[config.mk]
export PLATFORM = sky130hd
export DESIGN_NAME = sha1_round_engine
export DESIGN_NICKNAME = d
export VERILOG_FILES = /design/src/rtl/sha1_pkg.sv /design/src/rtl/sha1_round_func.sv /design/src/rtl/sha1_round_engine.sv
export SDC_FILE = /design/constraint.sdc
export NUM_CORES = 1
export LEC_CHECK = 0
export CELL_PAD_IN_SITES_DETAIL_PLACEMENT = 0
export CELL_PAD_IN_SITES_GLOBAL_PLACEMENT = 2
export CORE_MARGIN = 5
export CORE_UTILIZATION = 38
export DETAILED_ROUTE_END_ITERATION = 6
export PLACE_DENSITY_LB_ADDON = 0.1
export SYNTH_ARGS = -nofsm -noshare
export SYNTH_HDL_FRONTEND = slang
export SYNTH_SLANG_ARGS = --single-unit
export TNS_END_PERCENT = 30
[constraint.sdc]
create_clock -name clk -period 6.6 [get_ports clk]
set_input_delay 0.66 -clock clk [delete_from_list [all_inputs] [get_ports clk]]
set_output_delay 0.66 -clock clk [all_outputs]
set_load 0.1 [all_outputs]
[src/rtl/sha1_pkg.sv]
// sha1_pkg
// Shared definitions for the SHA-1 compression stage:
//   - IV0..IV4 : standard SHA-1 initial chaining values
//   - K0..K3   : per-group round constants (rounds 0-19, 20-39, 40-59, 60-79)
//   - state_e  : controller states IDLE / ROUND / FINAL
//   - rotl1/5/30 : fixed-amount rotate-left helpers
//   - iv_word  : IV lookup by chaining-word index (0 = H0)
package sha1_pkg;

    localparam logic [31:0] IV0 = 32'h6745_2301;
    localparam logic [31:0] IV1 = 32'hEFCD_AB89;
    localparam logic [31:0] IV2 = 32'h98BA_DCFE;
    localparam logic [31:0] IV3 = 32'h1032_5476;
    localparam logic [31:0] IV4 = 32'hC3D2_E1F0;

    localparam logic [159:0] IV_CAT = {IV0, IV1, IV2, IV3, IV4};

    localparam logic [31:0] K0 = 32'h5A82_7999;
    localparam logic [31:0] K1 = 32'h6ED9_EBA1;
    localparam logic [31:0] K2 = 32'h8F1B_BCDC;
    localparam logic [31:0] K3 = 32'hCA62_C1D6;

    localparam logic [6:0] LAST_ROUND = 7'd79;

    typedef enum logic [1:0] {
        IDLE  = 2'd0,
        ROUND = 2'd1,
        FINAL = 2'd2
    } state_e;

    function automatic logic [31:0] rotl1(input logic [31:0] x);
        return {x[30:0], x[31]};
    endfunction

    function automatic logic [31:0] rotl5(input logic [31:0] x);
        return {x[26:0], x[31:27]};
    endfunction

    function automatic logic [31:0] rotl30(input logic [31:0] x);
        return {x[1:0], x[31:2]};
    endfunction

    function automatic logic [31:0] iv_word(input int unsigned idx);
        logic [31:0] r;
        case (idx)
            0:       r = IV0;
            1:       r = IV1;
            2:       r = IV2;
            3:       r = IV3;
            default: r = IV4;
        endcase
        return r;
    endfunction

endpackage

[src/rtl/sha1_round_func.sv]
// sha1_round_func
// Purely combinational per-round mixing term: returns f_t(B,C,D) + K_t.
// Ports:
//   grp_i  [1:0]  : round group, t/20 (0..3)
//   b_i,c_i,d_i   : working words B, C, D
//   fk_o   [31:0] : f_t(B,C,D) + K_t, mod 2^32
module sha1_round_func
    import sha1_pkg::*;
(
    input  logic [1:0]  grp_i,
    input  logic [31:0] b_i,
    input  logic [31:0] c_i,
    input  logic [31:0] d_i,
    output logic [31:0] fk_o
);

    logic [31:0] f_val;
    logic [31:0] k_val;

    always_comb begin
        f_val = b_i ^ c_i ^ d_i;
        k_val = K1;
        case (grp_i)
            2'd0: begin
                f_val = (b_i & c_i) | (~b_i & d_i);            // Ch
                k_val = K0;
            end
            2'd1: begin
                f_val = b_i ^ c_i ^ d_i;                       // Parity
                k_val = K1;
            end
            2'd2: begin
                f_val = (b_i & c_i) | (b_i & d_i) | (c_i & d_i); // Maj
                k_val = K2;
            end
            default: begin
                f_val = b_i ^ c_i ^ d_i;                       // Parity
                k_val = K3;
            end
        endcase
    end

    assign fk_o = f_val + k_val;

endmodule

[src/rtl/sha1_round_engine.sv]
// sha1_round_engine
// SHA-1 compression stage fed one schedule word per cycle by the W engine.
// One block: start sampled in IDLE, 80 ROUND cycles, 1 FINAL cycle, then a
// one-cycle done pulse with the updated digest.
// Ports:
//   clk      : rising-edge clock
//   reset_n  : asynchronous active-low reset
//   start    : begin a block (sampled only in IDLE)
//   init_h   : with start, 1 = reload H from IV, 0 = chain from current H
//   w_in     : schedule word W[t], valid in every ROUND cycle
//   w_next   : advance strobe to the schedule engine (high in ROUND)
//   busy     : high in ROUND and FINAL
//   done     : one-cycle pulse, digest valid
//   digest   : {H0,H1,H2,H3,H4}
// Build option:
//   SHA1_DIGEST_REG_EN : digest comes from its own register, loaded together
//                        with done and held while the next block runs
//                        (reset value 0). Otherwise digest is wired to H.
module sha1_round_engine
    import sha1_pkg::*;
(
    input  logic         clk,
    input  logic         reset_n,
    input  logic         start,
    input  logic         init_h,
    input  logic [31:0]  w_in,
    output logic         w_next,
    output logic         busy,
    output logic         done,
    output logic [159:0] digest
);

    state_e state_q, state_d;
    logic [6:0]  t_q, t_d;
    logic [31:0] a_q, a_d;
    logic [31:0] b_q, b_d;
    logic [31:0] c_q, c_d;
    logic [31:0] d_q, d_d;
    logic [31:0] e_q, e_d;
    logic        done_q, done_d;

    // Chaining words, index 0 = H0.
    logic [4:0][31:0] h_q, h_d;
    logic [4:0][31:0] iv_vec;
    logic [4:0][31:0] work_vec;
    logic [4:0][31:0] h_sum;

    logic [1:0]  grp;
    logic [31:0] fk;
    logic [31:0] t_word;

    assign work_vec[0] = a_q;
    assign work_vec[1] = b_q;
    assign work_vec[2] = c_q;
    assign work_vec[3] = d_q;
    assign work_vec[4] = e_q;

    generate
        for (genvar gi = 0; gi < 5; gi++) begin : g_hword
            assign iv_vec[gi] = iv_word(gi);
            assign h_sum[gi]  = h_q[gi] + work_vec[gi];
        end
    endgenerate

    always_comb begin
        if (t_q < 7'd20)      grp = 2'd0;
        else if (t_q < 7'd40) grp = 2'd1;
        else if (t_q < 7'd60) grp = 2'd2;
        else                  grp = 2'd3;
    end

    sha1_round_func u_round_func (
        .grp_i (grp),
        .b_i   (b_q),
        .c_i   (c_q),
        .d_i   (d_q),
        .fk_o  (fk)
    );

    assign t_word = rotl5(a_q) + fk + e_q + w_in;

    // w_next deliberately depends on state only, so the schedule engine's
    // word output can never loop back into its own advance strobe.
    assign w_next = (state_q == ROUND);
    assign busy   = (state_q == ROUND) || (state_q == FINAL);
    assign done   = done_q;

    always_comb begin
        state_d = state_q;
        t_d     = t_q;
        a_d     = a_q;
        b_d     = b_q;
        c_d     = c_q;
        d_d     = d_q;
        e_d     = e_q;
        h_d     = h_q;
        done_d  = 1'b0;

        case (state_q)
            IDLE: begin
                if (start) begin
                    if (init_h) begin
                        h_d = iv_vec;
                        a_d = iv_vec[0];
                        b_d = iv_vec[1];
                        c_d = iv_vec[2];
                        d_d = iv_vec[3];
                        e_d = iv_vec[4];
                    end else begin
                        a_d = h_q[0];
                        b_d = h_q[1];
                        c_d = h_q[2];
                        d_d = h_q[3];
                        e_d = h_q[4];
                    end
                    t_d     = 7'd0;
                    state_d = ROUND;
                end
            end

            ROUND: begin
                a_d = t_word;
                b_d = a_q;
                c_d = rotl30(b_q);
                d_d = c_q;
                e_d = d_q;
                if (t_q == LAST_ROUND) begin
                    // Wrap to 0 so t always stays within 0..79.
                    t_d     = 7'd0;
                    state_d = FINAL;
                end else begin
                    t_d = t_q + 7'd1;
                end
            end

            FINAL: begin
                h_d     = h_sum;
                done_d  = 1'b1;
                state_d = IDLE;
            end

            default: begin
                state_d = IDLE;
            end
        endcase
    end

    always_ff @(posedge clk or negedge reset_n) begin
        if (!reset_n) begin
            state_q <= IDLE;
            t_q     <= 7'd0;
            a_q     <= 32'd0;
            b_q     <= 32'd0;
            c_q     <= 32'd0;
            d_q     <= 32'd0;
            e_q     <= 32'd0;
            h_q     <= iv_vec;
            done_q  <= 1'b0;
        end else begin
            state_q <= state_d;
            t_q     <= t_d;
            a_q     <= a_d;
            b_q     <= b_d;
            c_q     <= c_d;
            d_q     <= d_d;
            e_q     <= e_d;
            h_q     <= h_d;
            done_q  <= done_d;
        end
    end

`ifdef SHA1_DIGEST_REG_EN
    logic [159:0] digest_q, digest_d;

    // Loaded on the same edge that raises done, so it already carries the
    // new chaining value in the done cycle and is frozen thereafter.
    always_comb begin
        digest_d = digest_q;
        if (state_q == FINAL) begin
            digest_d = {h_sum[0], h_sum[1], h_sum[2], h_sum[3], h_sum[4]};
        end
    end

    always_ff @(posedge clk or negedge reset_n) begin
        if (!reset_n) begin
            digest_q <= 160'd0;
        end else begin
            digest_q <= digest_d;
        end
    end

    assign digest = digest_q;
`else
    assign digest = {h_q[0], h_q[1], h_q[2], h_q[3], h_q[4]};
`endif

endmodule

== Word-level counts from Yosys, hierarchy flattened ==
Index checks and enable logic that the tools add are counted.
Word-level totals
  register bits after elaboration: 330
  input bits: 36
  output and inout bits: 163
Operators by class
  add/subtract/negate cells: 10
  order comparisons: 3
  eq/ne operators: 8
  mux-type cells: 30
  bitwise logic cells: 10
  reductions and logical operators: 8
Operators with widths (count)
  $pmux W32 S2: 6
  $mux W160: 2
  $mux W32: 10
  $pmux W160 S2: 1
  $add A32 B32 Y32: 9
  $and A32 B32 Y32: 4
  $or A32 B32 Y32: 3
  $pmux W32 S3: 1
  $xor A32 B32 Y32: 2
  $not A32 Y32: 1
  $lt A7 B6 Y1 const B: 2
  $mux W7: 2
  $pmux W7 S2: 1
  $mux W2: 4
  $add A7 B1 Y7 const B: 1
  $eq A7 B7 Y1 const B: 1
  $lt A7 B5 Y1 const B: 1
  $eq A2 B1 Y1 const B: 2
  $eq A2 B2 Y1 const B: 2
  $logic_not A2 Y1: 2
  $ne A2 B2 Y1 const B: 2
  $pmux W2 S2: 1
  $reduce_and A2 Y1: 2
  $reduce_bool A2 Y1: 2
  other kinds (4): 5

== Logic depth before layout (Yosys ltp) ==
  depth after elaboration: 11
  gate-level depth with buffers: 25
  depth with buffers taken out: 24

== By module ==
A second synthesis with hierarchy kept.
Unflattened totals
  cells, all modules: 3068
  area, all modules: 26913.3 um^2
By module, submodules not included
  sha1_round_engine: times used 1, cells each 2718, area each 23929.2 um^2, seq. area each 8358.0 um^2
  sha1_round_func: times used 1, cells each 350, area each 2984.1 um^2, seq. area each 0.0 um^2

== Least setup slack after synthesis ==
No wires, ideal clock.
  path type: register to register
  from: reg t_q[3]
  to: reg a_q[25]
  library setup time: 0.122 ns
  arrival: 5.193 ns
  setup slack: 1.285 ns
  cell stages (with the launch flop): 22
  path buffers: 2
  clock period less this slack: 5.315 ns
  cell sequence: dfrtp_1 clkbuf_1 o311ai_1 inv_1 ha_1 inv_1 clkbuf_1 o21ai_0 o21ai_0 fa_1 inv_1 ha_1 nor2b_1 o31a_1 o41ai_2 o21ai_1 a221o_1 a21o_1 a31oi_4 mux2_1 a21oi_1 o21ai_1
On the way
  word-level cells in the longest chain between the ends: 11
  elaborated cells on any way between the ends: 16
  those cells by class: 4 x add/sub; 3 x order compare; 2 x eq/ne; 6 x mux; 1 x reduce/logical
Ends and longest elaborated chain
  start, declared: line sha1_round_engine.sv:34  | logic [6:0] t_q, t_d;
  start signal, assigned: line sha1_round_engine.sv:161  | t_q <= t_d;
  $lt A7 B6 Y1: line sha1_round_engine.sv:68  | else if (t_q < 7'd60) grp = 2'd2;
  $mux W1: line sha1_round_engine.sv:68
  $mux W2: line sha1_round_engine.sv:67  | else if (t_q < 7'd40) grp = 2'd1;
  $mux W2 (*): line sha1_round_engine.sv:66  | if (t_q < 7'd20) grp = 2'd0;
  $eq A2 B2 Y1 (tied with other cells): line sha1_round_func.sv:23  | case (grp_i)
  $pmux W32 S3 / $pmux W32 S2 (equally long branches): line sha1_round_func.sv:23
  $add A32 B32 Y32 (*): line sha1_round_func.sv:43  | assign fk_o = f_val + k_val;
  $add A32 B32 Y32 (*) (3 in series): line sha1_round_engine.sv:80  | assign t_word = rotl5(a_q) + fk + e_q + w_in;
  $pmux W32 S2 (*): line sha1_round_engine.sv:99  | case (state_q)
  end signal, assigned: line sha1_round_engine.sv:152  | a_q <= 32'd0;
  end signal, assigned: line sha1_round_engine.sv:162  | a_q <= a_d;
  end, declared: line sha1_round_engine.sv:35  | logic [31:0] a_q, a_d;
Mark *: on every way between the ends. The rest lies on a longest branch, timed or not.
A chain may end at the register's enable or synchronous reset.

== Worst setup path after layout ==
  from: reg t_q[5]
  to: reg a_q[31]
Same word-level chain as after synthesis.

==> impl_metrics.json <==
{
  "status": "completed",
  "rsz0062_at_grt": "false",
  "critPathKind": "flip-flop to flip-flop",
  "endpoint_kind": "flip-flop",
  "maxSlewViolCount": 0,
  "routabilityCongestion": 0.9585,
  "synth-edff-count": 0,
  "cts_buffer_depth": 3,
  "worst_pin_slew_ns": 1.059,
  "dp_hpwl_mm": 83.61,
  "viasPerCell": 5.804,
  "start_kind": "flip-flop",
  "wl_mm": 108.7,
  "crit_fanout": 10,
  "syn-cell-area_sq_mm": 0.02626,
  "hold_buffers": 0,
  "grt_usage_pct": 28.69,
  "regToRegSetupSlack_ns": 0.63,
  "skew_ns": 0.02773,
  "cts_made_buffers": 45,
  "synth_nets": 3331,
  "grt-ovfl-total": 0,
  "ys_warn_count": 0,
  "drive_gt1_share_pct": 7.402,
  "fp.dieW_um": 272.9,
  "fillCellCount": 6769,
  "cts_sinks": 330,
  "insertion_delay_ns": 0.60,
  "antenna_cells": 0,
  "port_buffers": 198,
  "final_common_cell": "a21oi_1",
  "cts.clk_slew.worst_paths_ns": 0.06,
  "crit_required_ns": 7.03,
  "synth_seq_cells": 330,
  "cap_violations": 0,
  "initial_core_util_pct": 38.29,
  "nets": 3474,
  "grt_pass1_wl_mm": 160.3,
  "fin_crit_sh_pct": 90.41,
  "fp-row-count": 96,
  "cts_root_buffer": "clkbuf_16",
  "avgSynthCellArea_sq_um": 8.845,
  "syn_inst": 2969,
  "min_period_ns": 5.967,
  "ios": 199,
  "grt_pass1_vias": 23009,
  "dr.pass1.iters": 5,
  "finalSetupTns_ns": 0,
  "vias": 23673,
  "relSlewSlack_pct": 29.18,
  "layout_common_cells": "a21oi_1, o21ai_0, nor2_1",
  "finalSetupViolations": 0,
  "area_growth_pct": 17.30,
  "cts_tree": "done",
  "antenna_found_initial": 3,
  "synthArstFlopShare_pct": 100.0,
  "grt_max_degree": 189,
  "core_area_sq_mm": 0.06859,
  "hold_violations": 0,
  "die_h_um": 272.9,
  "cts_setup_buffers": 0,
  "cts_max_level": 2,
  "die_area_sq_mm": 0.07447,
  "crit_arrival_ns": 6.40,
  "ys_seq_area_share_pct": 31.83,
  "post_cts_resize_count": 0,
  "drtAntennaViolNets": 0,
  "ys_types": 88,
  "clock.fmax_mhz": 167.6,
  "drcViolationCount": 0,
  "yosys_most_used_dff": "dfrtp_1",
  "wl_per_cell_um": 26.64,
  "drt_iter0_drc": 2125,
  "worstHoldPathType": "input port to asynchronous set/reset pin"
}
==> per-stage QoR <==
| step | utilization [%] | hold slack, ns | cells | cell area [sq um] | setup slack, ns |
|---|---|---|---|---|---|
| floorplan | - | 0.3644 | 2969 | 26260 | 1.285 |
| global route | 44.92 | 0.1019 | 4079 | 30810 | 0.2615 |
| finish | 44.92 | 0.04579 | 4079 | 30810 | 0.6332 |
| detailed placement | 42.69 | 0.5052 | 3996 | 29280 | 0.6836 |
| CTS | 44.92 | 0.07770 | 4079 | 30810 | 0.6653 |
| global placement | 42.69 | 0.4952 | 3996 | 29280 | 0.7323 |
==> worst max-delay path, stage by stage, from the launching register on <==
cell	delay [ns]
dfrtp_1	0.43
inv_1	0.21
nor2_1	0.10
nor2_1	0.40
inv_1	0.27
ha_1	0.35
inv_1	0.29
o21ai_0	0.15
o21ai_0	0.28
fa_1	0.45
inv_1	0.07
ha_1	0.19
inv_1	0.07
fa_1	0.46
nor2b_1	0.16
o31a_1	0.21
o41ai_2	0.10
o21ai_1	0.27
a221o_1	0.31
a21o_1	0.23
a31oi_4	0.15
o31ai_1	0.34
mux2i_1	0.23
a211oi_1	0.07
==> layout make-up <==
cell class / instances / area, sq um / share of cell area (%)
sequential: 330 / 8358 / 27.13
multi-input combinational: 2260 / 16580 / 53.82
clock buffer: 64 / 1328 / 4.309
tap: 931 / 1165 / 3.781
inverter: 248 / 932.1 / 3.026
clock inverter: 19 / 201.4 / 0.6539
timing repair buffer: 227 / 2242 / 7.278
==> kinds of logic (layout without fill, tap and decap cells) <==
group / Yosys count / in the layout / synth area share [%]
XOR/XNOR: 153 / 153 / 5.103
adder cells (fa/ha/maj): 327 / 327 / 19.14
AO/OA/AOI/OAI: 1072 / 1072 / 26.29
AND/OR/NAND/NOR: 698 / 698 / 11.82
buffers and inverters: 379 / 558 / 5.417
flip-flops: 330 / 330 / 31.83
multiplexers: 10 / 10 / 0.4050
==> state kept, by name (all words and copies together) (netlist names) <==
register / count
d_q: 32
c_q: 32
t_q: 7
e_q: 32
a_q: 32
state_q: 2
done: 1
digest: 160
b_q: 32
==> worst paths after layout <==
check / startpoint / endpoint / cells after the start
setup / recovery: t_q[5]$_DFFE_PN0P_ / a_q[31]$_DFFE_PN0P_ / 23
max in group asynchronous: reset_n / a_q[31]$_DFFE_PN0P_ / 2
hold reg to reg: t_q[1]$_DFFE_PN0P_ / t_q[1]$_DFFE_PN0P_ / 2
setup reg to reg: t_q[5]$_DFFE_PN0P_ / a_q[31]$_DFFE_PN0P_ / 23
min in group clk: t_q[1]$_DFFE_PN0P_ / t_q[1]$_DFFE_PN0P_ / 2
hold / removal: reset_n / digest[142]$_DFFE_PN0P_ / 1
==> Yosys cell counts (5+ instances only) <==
master      n  area share (%)
a31oi_1    17            0.40
a21boi_1    5            0.14
xor2_1     70             2.3
a32o_1      8            0.30
o21ai_0   270             5.1
fa_1      125             9.5
nor2b_1    16            0.38
a21oi_1   302             5.8
a22o_1     10            0.33
clkbuf_1  125             1.8
o221ai_1   51             1.7
xnor2_1    83             2.8
o21ai_1    28            0.53
o211ai_1   16            0.46
nand4_1    14            0.33
or3_1      11            0.26
nand2_1   228             3.3
nand3_1    32            0.61
a221o_1     5            0.19
nor2_1    270             3.9
nor4_1      6            0.14
and2_1     10            0.24
o21bai_1   27            0.77
inv_1     247             3.5
o31ai_1    13            0.37
nor3b_1     6            0.17
or2_2       7            0.17
ha_1      201             9.6
a21o_1     84             2.4
buf_1       6           0.086
o31a_1      5            0.17
o21a_1     27            0.77
a211oi_1   24            0.69
nand2b_1   25            0.60
a221oi_1   77             2.6
dfrtp_1   250              24
o22a_1      8            0.27
mux2i_1     5            0.19
dfstp_2    80             8.0
o22ai_1    31            0.74
and3_1     20            0.48
nor3_1     32            0.61
and4_1      6            0.20
==> metal layers <==
layer / wire [um] / share of wire, % / track usage [%]
met2: 48780 / 45 / 45.32
met1: 49880 / 46 / 41.54
met4: 3159 / 2.9 / 7.325
met3: 6848 / 6.3 / 4.197
met5: 0 / 0 / 0
Power is not shown: default switching activity piles up to over one toggle a cycle in this logic, so the estimate is an artifact.
